### src/rtl/double_and_add_pkg.sv
`default_nettype none
// ============================================================================
// Module      : double_and_add_pkg
// Description : Shared encodings for the elliptic-curve double-and-add
//               scalar multiplier: top-level FSM states, the internal
//               arithmetic phase sequence, the point-op selector and the
//               infinity flag.
// Revision    : 1.0 - initial release
// ============================================================================
package double_and_add_pkg;

   localparam int DEFAULT_N = 10;

   // Top-level scalar-multiplication sequence
   typedef enum logic [2:0] {
      ST_LOAD   = 3'd0,
      ST_SCAN   = 3'd1,
      ST_DOUBLE = 3'd2,
      ST_ADD    = 3'd3,
      ST_NEXT   = 3'd4,
      ST_FINISH = 3'd5,
      ST_DONE   = 3'd6
   } state_t;

   // Which lambda numerator/denominator the point-op engine uses
   typedef enum logic {
      OP_DBL = 1'b0,
      OP_ADD = 1'b1
   } op_t;

   // Point-op engine steps: x^2, inverse, lambda, lambda^2, new y
   typedef enum logic [2:0] {
      PH_IDLE = 3'd0,
      PH_SQ   = 3'd1,
      PH_INV  = 3'd2,
      PH_LAM  = 3'd3,
      PH_LSQ  = 3'd4,
      PH_Y    = 3'd5
   } phase_t;

   // Accumulator-at-infinity flag
   localparam logic INF_SET = 1'b1;
   localparam logic INF_CLR = 1'b0;

endpackage
`default_nettype wire

### src/rtl/double_and_add_mod_inverse.sv
`default_nettype none
// ============================================================================
// Module      : double_and_add_mod_inverse
// Description : Modular inverse over an odd prime by binary extended Euclid.
//               One reduction step per clock. start_i loads the operand,
//               done_o pulses for one cycle with inv_o valid.
// Revision    : 1.0 - initial release
// ============================================================================
module double_and_add_mod_inverse #(
   parameter int N = 10
) (
   input  logic         clk,
   input  logic         reset,
   input  logic         start_i,
   input  logic [N-1:0] a_i,
   input  logic [N-1:0] p_i,
   output logic         busy_o,
   output logic         done_o,
   output logic [N-1:0] inv_o
);

   logic [N-1:0] u_q, v_q, x1_q, x2_q, inv_q;
   logic         busy_q, done_q;

   // Halve a residue mod p: add p first when odd so the shift is exact
   function automatic logic [N-1:0] f_half(input logic [N-1:0] x, input logic [N-1:0] m);
      logic [N:0] s;
      s = x[0] ? ({1'b0, x} + {1'b0, m}) : {1'b0, x};
      return s[N:1];
   endfunction

   // Modular subtraction, adding p back on borrow
   function automatic logic [N-1:0] f_sub(input logic [N-1:0] x, input logic [N-1:0] y,
                                          input logic [N-1:0] m);
      logic [N:0] s;
      if (x >= y) s = {1'b0, x} - {1'b0, y};
      else        s = {1'b0, x} + {1'b0, m} - {1'b0, y};
      return s[N-1:0];
   endfunction

   // Euclid step: invariants u = x1*a and v = x2*a (mod p)
   always_ff @(posedge clk) begin
      if (reset) begin
         u_q    <= '0;
         v_q    <= '0;
         x1_q   <= '0;
         x2_q   <= '0;
         inv_q  <= '0;
         busy_q <= 1'b0;
         done_q <= 1'b0;
      end else begin
         done_q <= 1'b0;
         if (start_i) begin
            u_q    <= a_i;
            v_q    <= p_i;
            x1_q   <= N'(1);
            x2_q   <= '0;
            busy_q <= 1'b1;
         end else if (busy_q) begin
            if (u_q == N'(1)) begin
               inv_q  <= x1_q;
               busy_q <= 1'b0;
               done_q <= 1'b1;
            end else if (v_q == N'(1)) begin
               inv_q  <= x2_q;
               busy_q <= 1'b0;
               done_q <= 1'b1;
            end else if (u_q == '0) begin
               // zero has no inverse; terminate rather than spin
               inv_q  <= '0;
               busy_q <= 1'b0;
               done_q <= 1'b1;
            end else if (!u_q[0]) begin
               u_q  <= u_q >> 1;
               x1_q <= f_half(x1_q, p_i);
            end else if (!v_q[0]) begin
               v_q  <= v_q >> 1;
               x2_q <= f_half(x2_q, p_i);
            end else if (u_q >= v_q) begin
               u_q  <= u_q - v_q;
               x1_q <= f_sub(x1_q, x2_q, p_i);
            end else begin
               v_q  <= v_q - u_q;
               x2_q <= f_sub(x2_q, x1_q, p_i);
            end
         end
      end
   end

   assign busy_o = busy_q;
   assign done_o = done_q;
   assign inv_o  = inv_q;

endmodule
`default_nettype wire

### src/rtl/double_and_add.sv
`default_nettype none
// ============================================================================
// Module      : double_and_add
// Description : Elliptic-curve scalar multiplier k*P over GF(p), curve
//               y^2 = x^3 + a*x + b, left-to-right binary double-and-add.
//               Self-starting after reset; sticky done with registered
//               result (infinity reported as (0,0)).
// Revision    : 1.0 - initial release
// ============================================================================
module double_and_add
   import double_and_add_pkg::*;
#(
   parameter int N = DEFAULT_N
) (
   input  logic         clk,
   input  logic         reset,
   input  logic [N-1:0] p,
   input  logic [N-1:0] k,
   input  logic [N-1:0] x1,
   input  logic [N-1:0] y1,
   input  logic [N-1:0] a,
   output logic [N-1:0] x3,
   output logic [N-1:0] y3,
   output logic         done
);

   localparam int IW = (N > 1) ? $clog2(N) : 1;
   localparam int CW = $clog2(N + 1);

   state_t         state_q;
   phase_t         ph_q;
   op_t            op_q;
   logic           issued_q;
   logic [IW-1:0]  idx_q;
   logic [N-1:0]   p_q, k_q, xp_q, yp_q, a_q;
   logic [N-1:0]   xq_q, yq_q;
   logic           qinf_q;
   logic [N-1:0]   t_q, inv_val_q, lam_q, xn_q;
   logic [N-1:0]   x3_q, y3_q;
   logic           done_q;

   // multiplier request/response
   logic [N-1:0]   mul_a_q, mul_b_q;
   logic           mul_go_q;
   logic [N-1:0]   ma_q, mb_q, macc_q;
   logic [CW-1:0]  mcnt_q;
   logic           mbusy_q, mul_done_q;
   logic [N:0]     w_md, w_ms;

   // inverter request/response
   logic           inv_go_q;
   logic [N-1:0]   inv_arg_q;
   logic           w_inv_busy, w_inv_done;
   logic [N-1:0]   w_inv_res;

   function automatic logic [N-1:0] f_add(input logic [N-1:0] x, input logic [N-1:0] y,
                                          input logic [N-1:0] m);
      logic [N:0] s;
      s = {1'b0, x} + {1'b0, y};
      if (s >= {1'b0, m}) s = s - {1'b0, m};
      return s[N-1:0];
   endfunction

   function automatic logic [N-1:0] f_sub(input logic [N-1:0] x, input logic [N-1:0] y,
                                          input logic [N-1:0] m);
      logic [N:0] s;
      if (x >= y) s = {1'b0, x} - {1'b0, y};
      else        s = {1'b0, x} + {1'b0, m} - {1'b0, y};
      return s[N-1:0];
   endfunction

   // Lambda operands for both point operations
   logic [N-1:0] w_num_dbl, w_num_add, w_den_dbl, w_den_add, w_xo;
   assign w_num_dbl = f_add(f_add(f_add(t_q, t_q, p_q), t_q, p_q), a_q, p_q);
   assign w_num_add = f_sub(yp_q, yq_q, p_q);
   assign w_den_dbl = f_add(yq_q, yq_q, p_q);
   assign w_den_add = f_sub(xp_q, xq_q, p_q);
   // doubling subtracts xQ twice, addition subtracts xQ and xP
   assign w_xo      = (op_q == OP_DBL) ? xq_q : xp_q;

   // One MSB-first shift-add step: acc = 2*acc + bit*a, each reduced mod p
   always_comb begin
      w_md = {macc_q, 1'b0};
      if (w_md >= {1'b0, p_q}) w_md = w_md - {1'b0, p_q};
      w_ms = w_md + (mb_q[N-1] ? {1'b0, ma_q} : '0);
      if (w_ms >= {1'b0, p_q}) w_ms = w_ms - {1'b0, p_q};
   end

   // Sequential modular multiplier: N steps, done pulses with macc_q final
   always_ff @(posedge clk) begin
      if (reset) begin
         ma_q       <= '0;
         mb_q       <= '0;
         macc_q     <= '0;
         mcnt_q     <= '0;
         mbusy_q    <= 1'b0;
         mul_done_q <= 1'b0;
      end else begin
         mul_done_q <= 1'b0;
         if (mul_go_q) begin
            ma_q    <= mul_a_q;
            mb_q    <= mul_b_q;
            macc_q  <= '0;
            mcnt_q  <= CW'(N);
            mbusy_q <= 1'b1;
         end else if (mbusy_q) begin
            macc_q <= w_ms[N-1:0];
            mb_q   <= mb_q << 1;
            mcnt_q <= mcnt_q - CW'(1);
            if (mcnt_q == CW'(1)) begin
               mbusy_q    <= 1'b0;
               mul_done_q <= 1'b1;
            end
         end
      end
   end

   double_and_add_mod_inverse #(.N(N)) u_inv (
      .clk     (clk),
      .reset   (reset),
      .start_i (inv_go_q),
      .a_i     (inv_arg_q),
      .p_i     (p_q),
      .busy_o  (w_inv_busy),
      .done_o  (w_inv_done),
      .inv_o   (w_inv_res)
   );

   // Main FSM: scan bits, sequence point ops through the arithmetic engine
   always_ff @(posedge clk) begin
      if (reset) begin
         state_q   <= ST_LOAD;
         ph_q      <= PH_IDLE;
         op_q      <= OP_DBL;
         issued_q  <= 1'b0;
         idx_q     <= '0;
         p_q       <= '0;
         k_q       <= '0;
         xp_q      <= '0;
         yp_q      <= '0;
         a_q       <= '0;
         xq_q      <= '0;
         yq_q      <= '0;
         qinf_q    <= INF_SET;
         t_q       <= '0;
         inv_val_q <= '0;
         lam_q     <= '0;
         xn_q      <= '0;
         mul_a_q   <= '0;
         mul_b_q   <= '0;
         mul_go_q  <= 1'b0;
         inv_go_q  <= 1'b0;
         inv_arg_q <= '0;
         x3_q      <= '0;
         y3_q      <= '0;
         done_q    <= 1'b0;
      end else begin
         mul_go_q <= 1'b0;
         inv_go_q <= 1'b0;
         if (ph_q != PH_IDLE) begin
            case (ph_q)
               PH_SQ: begin
                  if (!issued_q) begin
                     mul_a_q  <= xq_q;
                     mul_b_q  <= xq_q;
                     mul_go_q <= 1'b1;
                     issued_q <= 1'b1;
                  end else if (mul_done_q) begin
                     t_q      <= macc_q;
                     issued_q <= 1'b0;
                     ph_q     <= PH_INV;
                  end
               end
               PH_INV: begin
                  if (!issued_q && !w_inv_busy) begin
                     inv_arg_q <= (op_q == OP_DBL) ? w_den_dbl : w_den_add;
                     inv_go_q  <= 1'b1;
                     issued_q  <= 1'b1;
                  end else if (issued_q && w_inv_done) begin
                     inv_val_q <= w_inv_res;
                     issued_q  <= 1'b0;
                     ph_q      <= PH_LAM;
                  end
               end
               PH_LAM: begin
                  if (!issued_q) begin
                     mul_a_q  <= (op_q == OP_DBL) ? w_num_dbl : w_num_add;
                     mul_b_q  <= inv_val_q;
                     mul_go_q <= 1'b1;
                     issued_q <= 1'b1;
                  end else if (mul_done_q) begin
                     lam_q    <= macc_q;
                     issued_q <= 1'b0;
                     ph_q     <= PH_LSQ;
                  end
               end
               PH_LSQ: begin
                  if (!issued_q) begin
                     mul_a_q  <= lam_q;
                     mul_b_q  <= lam_q;
                     mul_go_q <= 1'b1;
                     issued_q <= 1'b1;
                  end else if (mul_done_q) begin
                     xn_q     <= f_sub(f_sub(macc_q, xq_q, p_q), w_xo, p_q);
                     issued_q <= 1'b0;
                     ph_q     <= PH_Y;
                  end
               end
               PH_Y: begin
                  if (!issued_q) begin
                     mul_a_q  <= lam_q;
                     mul_b_q  <= f_sub(xq_q, xn_q, p_q);
                     mul_go_q <= 1'b1;
                     issued_q <= 1'b1;
                  end else if (mul_done_q) begin
                     xq_q     <= xn_q;
                     yq_q     <= f_sub(macc_q, yq_q, p_q);
                     qinf_q   <= INF_CLR;
                     issued_q <= 1'b0;
                     ph_q     <= PH_IDLE;
                     if (state_q == ST_DOUBLE) state_q <= ST_ADD;
                     else                      state_q <= ST_NEXT;
                  end
               end
               default: ph_q <= PH_IDLE;
            endcase
         end else begin
            case (state_q)
               ST_LOAD: begin
                  p_q     <= p;
                  k_q     <= k;
                  xp_q    <= x1;
                  yp_q    <= y1;
                  a_q     <= a;
                  xq_q    <= '0;
                  yq_q    <= '0;
                  qinf_q  <= INF_SET;
                  idx_q   <= IW'(N - 1);
                  state_q <= ST_SCAN;
               end
               ST_SCAN: begin
                  if (k_q == '0)          state_q <= ST_FINISH;
                  else if (k_q[idx_q])    state_q <= ST_DOUBLE;
                  else                    idx_q   <= idx_q - IW'(1);
               end
               ST_DOUBLE: begin
                  if (qinf_q == INF_SET || yq_q == '0) begin
                     qinf_q  <= INF_SET;
                     state_q <= ST_ADD;
                  end else begin
                     op_q <= OP_DBL;
                     ph_q <= PH_SQ;
                  end
               end
               ST_ADD: begin
                  if (!k_q[idx_q]) begin
                     state_q <= ST_NEXT;
                  end else if (qinf_q == INF_SET) begin
                     xq_q    <= xp_q;
                     yq_q    <= yp_q;
                     qinf_q  <= INF_CLR;
                     state_q <= ST_NEXT;
                  end else if (xq_q == xp_q) begin
                     if (yq_q == yp_q && yq_q != '0) begin
                        op_q <= OP_DBL;
                        ph_q <= PH_SQ;
                     end else begin
                        // Q = -P, or doubling a point with y = 0
                        qinf_q  <= INF_SET;
                        state_q <= ST_NEXT;
                     end
                  end else begin
                     op_q <= OP_ADD;
                     ph_q <= PH_INV;
                  end
               end
               ST_NEXT: begin
                  if (idx_q == '0) begin
                     state_q <= ST_FINISH;
                  end else begin
                     idx_q   <= idx_q - IW'(1);
                     state_q <= ST_DOUBLE;
                  end
               end
               ST_FINISH: begin
                  x3_q    <= (qinf_q == INF_SET) ? '0 : xq_q;
                  y3_q    <= (qinf_q == INF_SET) ? '0 : yq_q;
                  done_q  <= 1'b1;
                  state_q <= ST_DONE;
               end
               ST_DONE: begin
                  state_q <= ST_DONE;
               end
               default: state_q <= ST_LOAD;
            endcase
         end
      end
   end

   assign x3   = x3_q;
   assign y3   = y3_q;
   assign done = done_q;

endmodule
`default_nettype wire

### config.mk
export PLATFORM = sky130hd
export DESIGN_NAME = double_and_add
export DESIGN_NICKNAME = d
export VERILOG_FILES = /design/src/rtl/double_and_add_pkg.sv /design/src/rtl/double_and_add_mod_inverse.sv /design/src/rtl/double_and_add.sv
export SDC_FILE = /design/constraint.sdc
export NUM_CORES = 1
export LEC_CHECK = 0
export CORE_ASPECT_RATIO = 0.9
export CORE_MARGIN = 4
export CORE_UTILIZATION = 45
export CTS_CLUSTER_SIZE = 10
export DETAILED_ROUTE_END_ITERATION = 8
export GPL_ROUTABILITY_DRIVEN = 0
export GPL_TIMING_DRIVEN = 1
export SLEW_MARGIN = 20
export SYNTH_ARGS = -nofsm -noshare
export SYNTH_HDL_FRONTEND = slang
export SYNTH_SLANG_ARGS = --single-unit
### constraint.sdc
create_clock -name clk -period 8.8 [get_ports clk]
set_input_delay 2.2 -clock clk [delete_from_list [all_inputs] [get_ports clk]]
set_output_delay 2.2 -clock clk [all_outputs]
set_load 0.02 [all_outputs]
# ---- Yosys cells after proc, flatten, opt, wreduce, memory -nomap -nowiden
# Index checks and enable logic that the tools add are counted.
dict set report classes {
  n_addsub 38
  n_reduce_logical 57
  eq_ne 60
  n_mux 154
  bitwise 10
  order_cmp 16
}
# operator count
set ops {}
lappend ops {{10-bit 2-to-1 mux} 67}
lappend ops {{10-bit subtractor} 23}
lappend ops {{10-bit >= comparator} 9}
lappend ops {{3-bit 2-to-1 mux} 29}
lappend ops {{10-bit by 10-bit adder with 11-bit output} 6}
lappend ops {{11-bit by 10-bit >= comparator with 1-bit output} 6}
lappend ops {{3-bit != test (second input constant)} 19}
lappend ops {{10-bit adder} 5}
lappend ops {{6-bit AND reduction} 8}
lappend ops {{10-bit one-hot mux with 2 select lines} 2}
lappend ops {{10-bit one-hot mux with 4 select lines} 1}
lappend ops {{1-bit 2-to-1 mux} 38}
lappend ops {{2-bit != test (second input constant)} 19}
lappend ops {{11-bit 2-to-1 mux} 3}
lappend ops {{10-bit zero test} 3}
lappend ops {{10-bit one-hot mux with 3 select lines} 1}
lappend ops {{10-bit by 1-bit == test with 1-bit output (second input constant)} 2}
lappend ops {{10-bit == test} 2}
lappend ops {{4-bit 2-to-1 mux} 5}
lappend ops {{4-bit AND reduction} 5}
lappend ops {{3-bit one-hot mux with 6 select lines} 1}
lappend ops {{3-bit nonzero test} 6}
lappend ops {{3-bit == test (second input constant)} 5}
lappend ops {{3-bit one-hot mux with 5 select lines} 1}
lappend ops {{33 further kinds} 69}
dict set report word_totals {
  elab_cells 377
  regBits 264
  input_bits 52
  output_inout_bits 21
}

# ---- Logic depth before layout (Yosys ltp)
dict set report logic_depth {
  ltp_word 12
  ltp_mapped 40
  ltp_nobuf 39
}

# ---- Hierarchy
# From an unflattened synthesis, not the netlist that was laid out.
dict set report hier_totals {
  cells_unflattened 3421
  hier_area_um2 26596.8
}
# module instances cells_each seq_area_each_um2 area_each_um2
set modules_own_cells {}
lappend modules_own_cells {double_and_add 1 2601 4244.1 20259.4}
lappend modules_own_cells {double_and_add_mod_inverse 1 820 1041.0 6337.3}

# ---- Least setup slack after synthesis
# OpenSTA, ideal clock, no wires.
dict set report synth_path {
  kind {register -> register}
  from {register p_q[1]}
  to {register mul_a_q[9]}
  path_buffers 0
  period_less_slack_ps 8870
  setup_slack_ps -70
  stages_incl_launch_ff 37
  setup_ps 123
  required_time_ps 8677
  t_arrival_ps 8747
  path_cell_list {dfxtp_1 > inv_1 > ha_1 > nor2b_1 > o21ai_0 > a21boi_0 > o21ai_1 > a211oi_1 > o21ai_1 > o311ai_1 > mux2i_1 > ha_1 > a21o_1 > a21oi_1 > o21bai_1 > a21oi_1 > xnor2_1 > ha_1 > or3_1 > o21ai_0 > a211oi_1 > o31ai_1 > nand2_1 > mux2_2 > ha_1 > o21ai_0 > inv_1 > a2111oi_0 > or3_1 > o311ai_1 > ha_1 > nand3_1 > o31ai_1 > a311o_1 > mux2_2 > a311oi_1 > a21oi_1}
}
dict set report synth_via {
  elab_chain_len 11
  elab_cells_between_ends 17
  cone_classes {add/sub: 7; order compare: 3; mux: 7}
}
# item line_no
set synth_lines {}
lappend synth_lines {{start: declaration} double_and_add.sv:35} ;# logic [N-1:0] p_q, k_q, xp_q, yp_q, a_q;
lappend synth_lines {{start signal: assignment} double_and_add.sv:230} ;# p_q <= p;
lappend synth_lines {{10-bit subtractor or 11-bit by 10-bit >= comparator with 1-bit output (tied branches)} double_and_add.sv:60} ;# if (s >= {1'b0, m}) s = s - {1'b0, m};
lappend synth_lines {{10-bit 2-to-1 mux} double_and_add.sv:60}
lappend synth_lines {{10-bit by 10-bit adder with 11-bit output} double_and_add.sv:59} ;# s = {1'b0, x} + {1'b0, y};
lappend synth_lines {{10-bit subtractor or 11-bit by 10-bit >= comparator with 1-bit output (tied branches)} double_and_add.sv:60}
lappend synth_lines {{10-bit 2-to-1 mux} double_and_add.sv:60}
lappend synth_lines {{10-bit by 10-bit adder with 11-bit output} double_and_add.sv:59}
lappend synth_lines {{10-bit subtractor or 11-bit by 10-bit >= comparator with 1-bit output (tied branches)} double_and_add.sv:60}
lappend synth_lines {{10-bit 2-to-1 mux} double_and_add.sv:60}
lappend synth_lines {{10-bit 2-to-1 mux (*)} double_and_add.sv:187} ;# mul_a_q <= (op_q == OP_DBL) ? w_num_dbl : w_num_add;
lappend synth_lines {{10-bit 2-to-1 mux (*)} double_and_add.sv:186} ;# if (!issued_q) begin
lappend synth_lines {{10-bit one-hot mux with 3 select lines (*)} double_and_add.sv:161} ;# case (ph_q)
lappend synth_lines {{end signal: assignment} double_and_add.sv:164} ;# mul_a_q <= xq_q;
lappend synth_lines {{end signal: assignment} double_and_add.sv:187}
lappend synth_lines {{end signal: assignment} double_and_add.sv:199} ;# mul_a_q <= lam_q;
lappend synth_lines {{end: declaration} double_and_add.sv:43} ;# logic [N-1:0] mul_a_q, mul_b_q;
# Mark *: on every way between the ends. The rest lies on a longest branch, timed or not. The select of a mux whose other input is x is not followed.
# A chain may end at the register's enable or synchronous reset.

# ---- Worst setup path after layout
# Ends and elaborated chain as after synthesis.

==> run summary <==
Status = completed
Mapped Nets = 3,792
Arrival @ worst endpoint = 8920 ps
Initial core utilization = 45.56%
Post-synth EDFFs = 0
Yosys warning count = 0
Total track usage = 28.91%
Vias in the first global route = 24,270
Tmin final = 8480 ps
Vias/cell = 6.115
Total grt overflow = 0
Vias = 25,680
Worst path bufs/invs = 2
WL/cell = 22.00 µm
Slew margin rel. = 28.26%
Core ar. = 57,220 µm²
Most frequent cells in the layout = nand2_1, nor2_1, ha_1
Crit Reg-Reg Startpoint = p_q[1]$_SDFFE_PP0P_
Hold Crit Class = flop to flop
Clock root buffer = clkbuf_16
Cts hold-fix bufs = 0
Die Width = 261.7 µm
Slew Limit Fails = 0
Final setup fails = 0
Worst-path maximum fanout = 6
Final layout net count = 3,826
Synth Instances = 3,382
Worst-path clk slew = 50 ps
Clock Latency Late Sink = 580 ps
FP Rows = 83
First-pass DRT Iterations = 6
Final hold violation count = 0
Kind of cell adding the most delay to the critical path = compound AO/OA/AOI/OAI gates
Final Cycle Share = 96.36%
Distinct cells, synth = 92
TNS Setup = 0 ps
Worst-Margin Slew = 1071 ps
Min Hold Slack = 442.5 ps
Dpl hpwl = 69.47 mm
Placed insts = 4,135
Reg2Reg Setup Slack = 320 ps
Die Y = 236.3 µm
Ys flop type = dfxtp_1
CTS tree = yes
Sequential area share after synthesis = 20.27%
Clock Path Buffers = 3
Maximum clock frequency = 117.9 MHz
Non-filler cells, final = 4,199
Crit. End Element = flop
Critical Path Start Type = flop
Hold path endpoint = done$_SDFFE_PP0P_
Total Wirelength = 92.38 mm
Clk_skew = 44.24 ps
Residual DRC count = 0
Post-Syn Area = 26,070 µm²
Yosys reg bits = 264
Max_cap viols = 0
Async SR Flop Fraction = 0%
Clock sinks = 264
CP max stage delay = 470 ps
Antenna diodes = 0
Worst r2r dst = mul_a_q[9]$_SDFFE_PP0P_
CP Class = flop to flop
Wire length of the first global-routing pass = 141.3 mm
Crit path depth = 36
Avg Inst Size Synth = 7.708 µm²
Total CTS buffers = 35
WP data required = 9240 ps
Origin of the worst min-delay path = done$_SDFFE_PP0P_
Slowest cell on crit path = a2111oi_1
Area grow syn2layout = 10.95%
Commonest non-fill, non-tap cell in the layout = nand2_1
WHS Path Cells = 2
Post-route ant nets = 0
Most frequent cell on the critical path = ha_1
IO Pins = 73
Layout cell share with drive strength beyond 1 = 6.436%
IO Port Bufs = 72
Final Util = 50.55%
Largest net degree at the start of global routing = 78
Antenna violations before repair = 2
Die ar. = 61,850 µm²
Reg2Reg Depth = 36
DR iter-0 viols = 2,939
H-tree Lvls = 2
[flip-flops by register name, indices dropped and copies added, names as in the netlist, 10 cells and up, named ones only]
signal       count
u_inv.inv_o     10
u_inv.x1_q      10
u_inv.x2_q      10
yq_q            10
x3              10
a_q             10
u_inv.u_q       10
xp_q            10
y3              10
ma_q            10
xn_q            10
mb_q            10
macc_q          10
yp_q            10
u_inv.v_q       10
mul_b_q         10
xq_q            10
inv_arg_q       10
k_q             10
t_q             10
p_q             10
lam_q           10
mul_a_q         10
inv_val_q       10
[worst min-delay path, cell delays in order (launching register included)]
cell,delay [ps]
dfxtp_1,300
inv_1,40
a21oi_1,50
[Yosys cell counts, drive strengths merged, types with 62 or more instances]
library cell	count	share of area, %
a21oi	297	5.7
xnor2	133	4.5
o21ai	195	3.7
nor3	118	2.3
a21o	66	1.9
mux2i	89	3.4
inv	264	3.8
dfxtp	264	20
nor2	314	4.5
nand3	69	1.3
clkbuf	111	1.6
ha	296	14
fa	62	4.8
xor2	80	2.7
nand2	327	4.7
[timing repair]
| item | in CTS | in global routing |
|---|---|---|
| endpoints found under the hold margin | 0 | 0 |
| pin swaps | 1 | 7 |
| setup buffers | 2 | 7 |
| resized for setup | 7 | 20 |
| endpoints found under the setup margin | 10 | 10 |
[metrics by stage]
stage          worst slack (ps)  cell area, µm²
3_3_place_gp              126.3           27660
6_report                  320.2           28920
5_1_grt                  -46.64           28920
4_1_cts                   22.23           28780
3_5_place_dp             -374.1           27660
2_1_floorplan             74.14           26070
[layer usage]
metal | track usage, % | routed length (µm) | up-vias
met5 | 0 | 0 | -
met4 | 8.913 | 3048 | 0
met3 | 4.316 | 7933 | 179
met2 | 43.47 | 39040 | 1118
met1 | 42.51 | 42360 | 12220
li1 | - | - | 12160
[cells by family (layout without fill, tap and decap cells)]
logic type | count (synthesis) | in the layout | synth area share (%)
AND/OR/NAND/NOR | 1059 | 1059 | 18.67
multiplexers | 122 | 122 | 4.929
buffers and inverters | 409 | 461 | 6.043
adder cells (fa/ha/maj) | 358 | 358 | 18.97
AO/OA/AOI/OAI | 957 | 957 | 23.96
XOR/XNOR | 213 | 213 | 7.156
flip-flops | 264 | 264 | 20.27
[final cells by class]
class                   instances  area [µm²]
fillers                      5491       28300
multi-input cells            2709       19360
flip-flops and latches        264        5286
repair buffers                140        1232
clock buffers                  48        1006
inverters                     266        1002
well taps                     765       957.2
clock inverters                 7       77.57
[worst max path at each step]
stage | from | endpoint | slack (ps)
4_1_cts | p_q[1]$_SDFFE_PP0P_ | mul_a_q[9]$_SDFFE_PP0P_ | 20
3_5_place_dp | p_q[1]$_SDFFE_PP0P_ | mul_a_q[9]$_SDFFE_PP0P_ | -370
2_1_floorplan | p_q[1]$_SDFFE_PP0P_ | mul_a_q[9]$_SDFFE_PP0P_ | 70
3_3_place_gp | p_q[1]$_SDFFE_PP0P_ | mul_a_q[3]$_SDFFE_PP0P_ | 130
5_1_grt | p_q[1]$_SDFFE_PP0P_ | mul_a_q[9]$_SDFFE_PP0P_ | -50
6_report | p_q[1]$_SDFFE_PP0P_ | mul_a_q[9]$_SDFFE_PP0P_ | 320
Power is not shown: default switching activity piles up to over one toggle a cycle in this logic, so the estimate is an artifact.
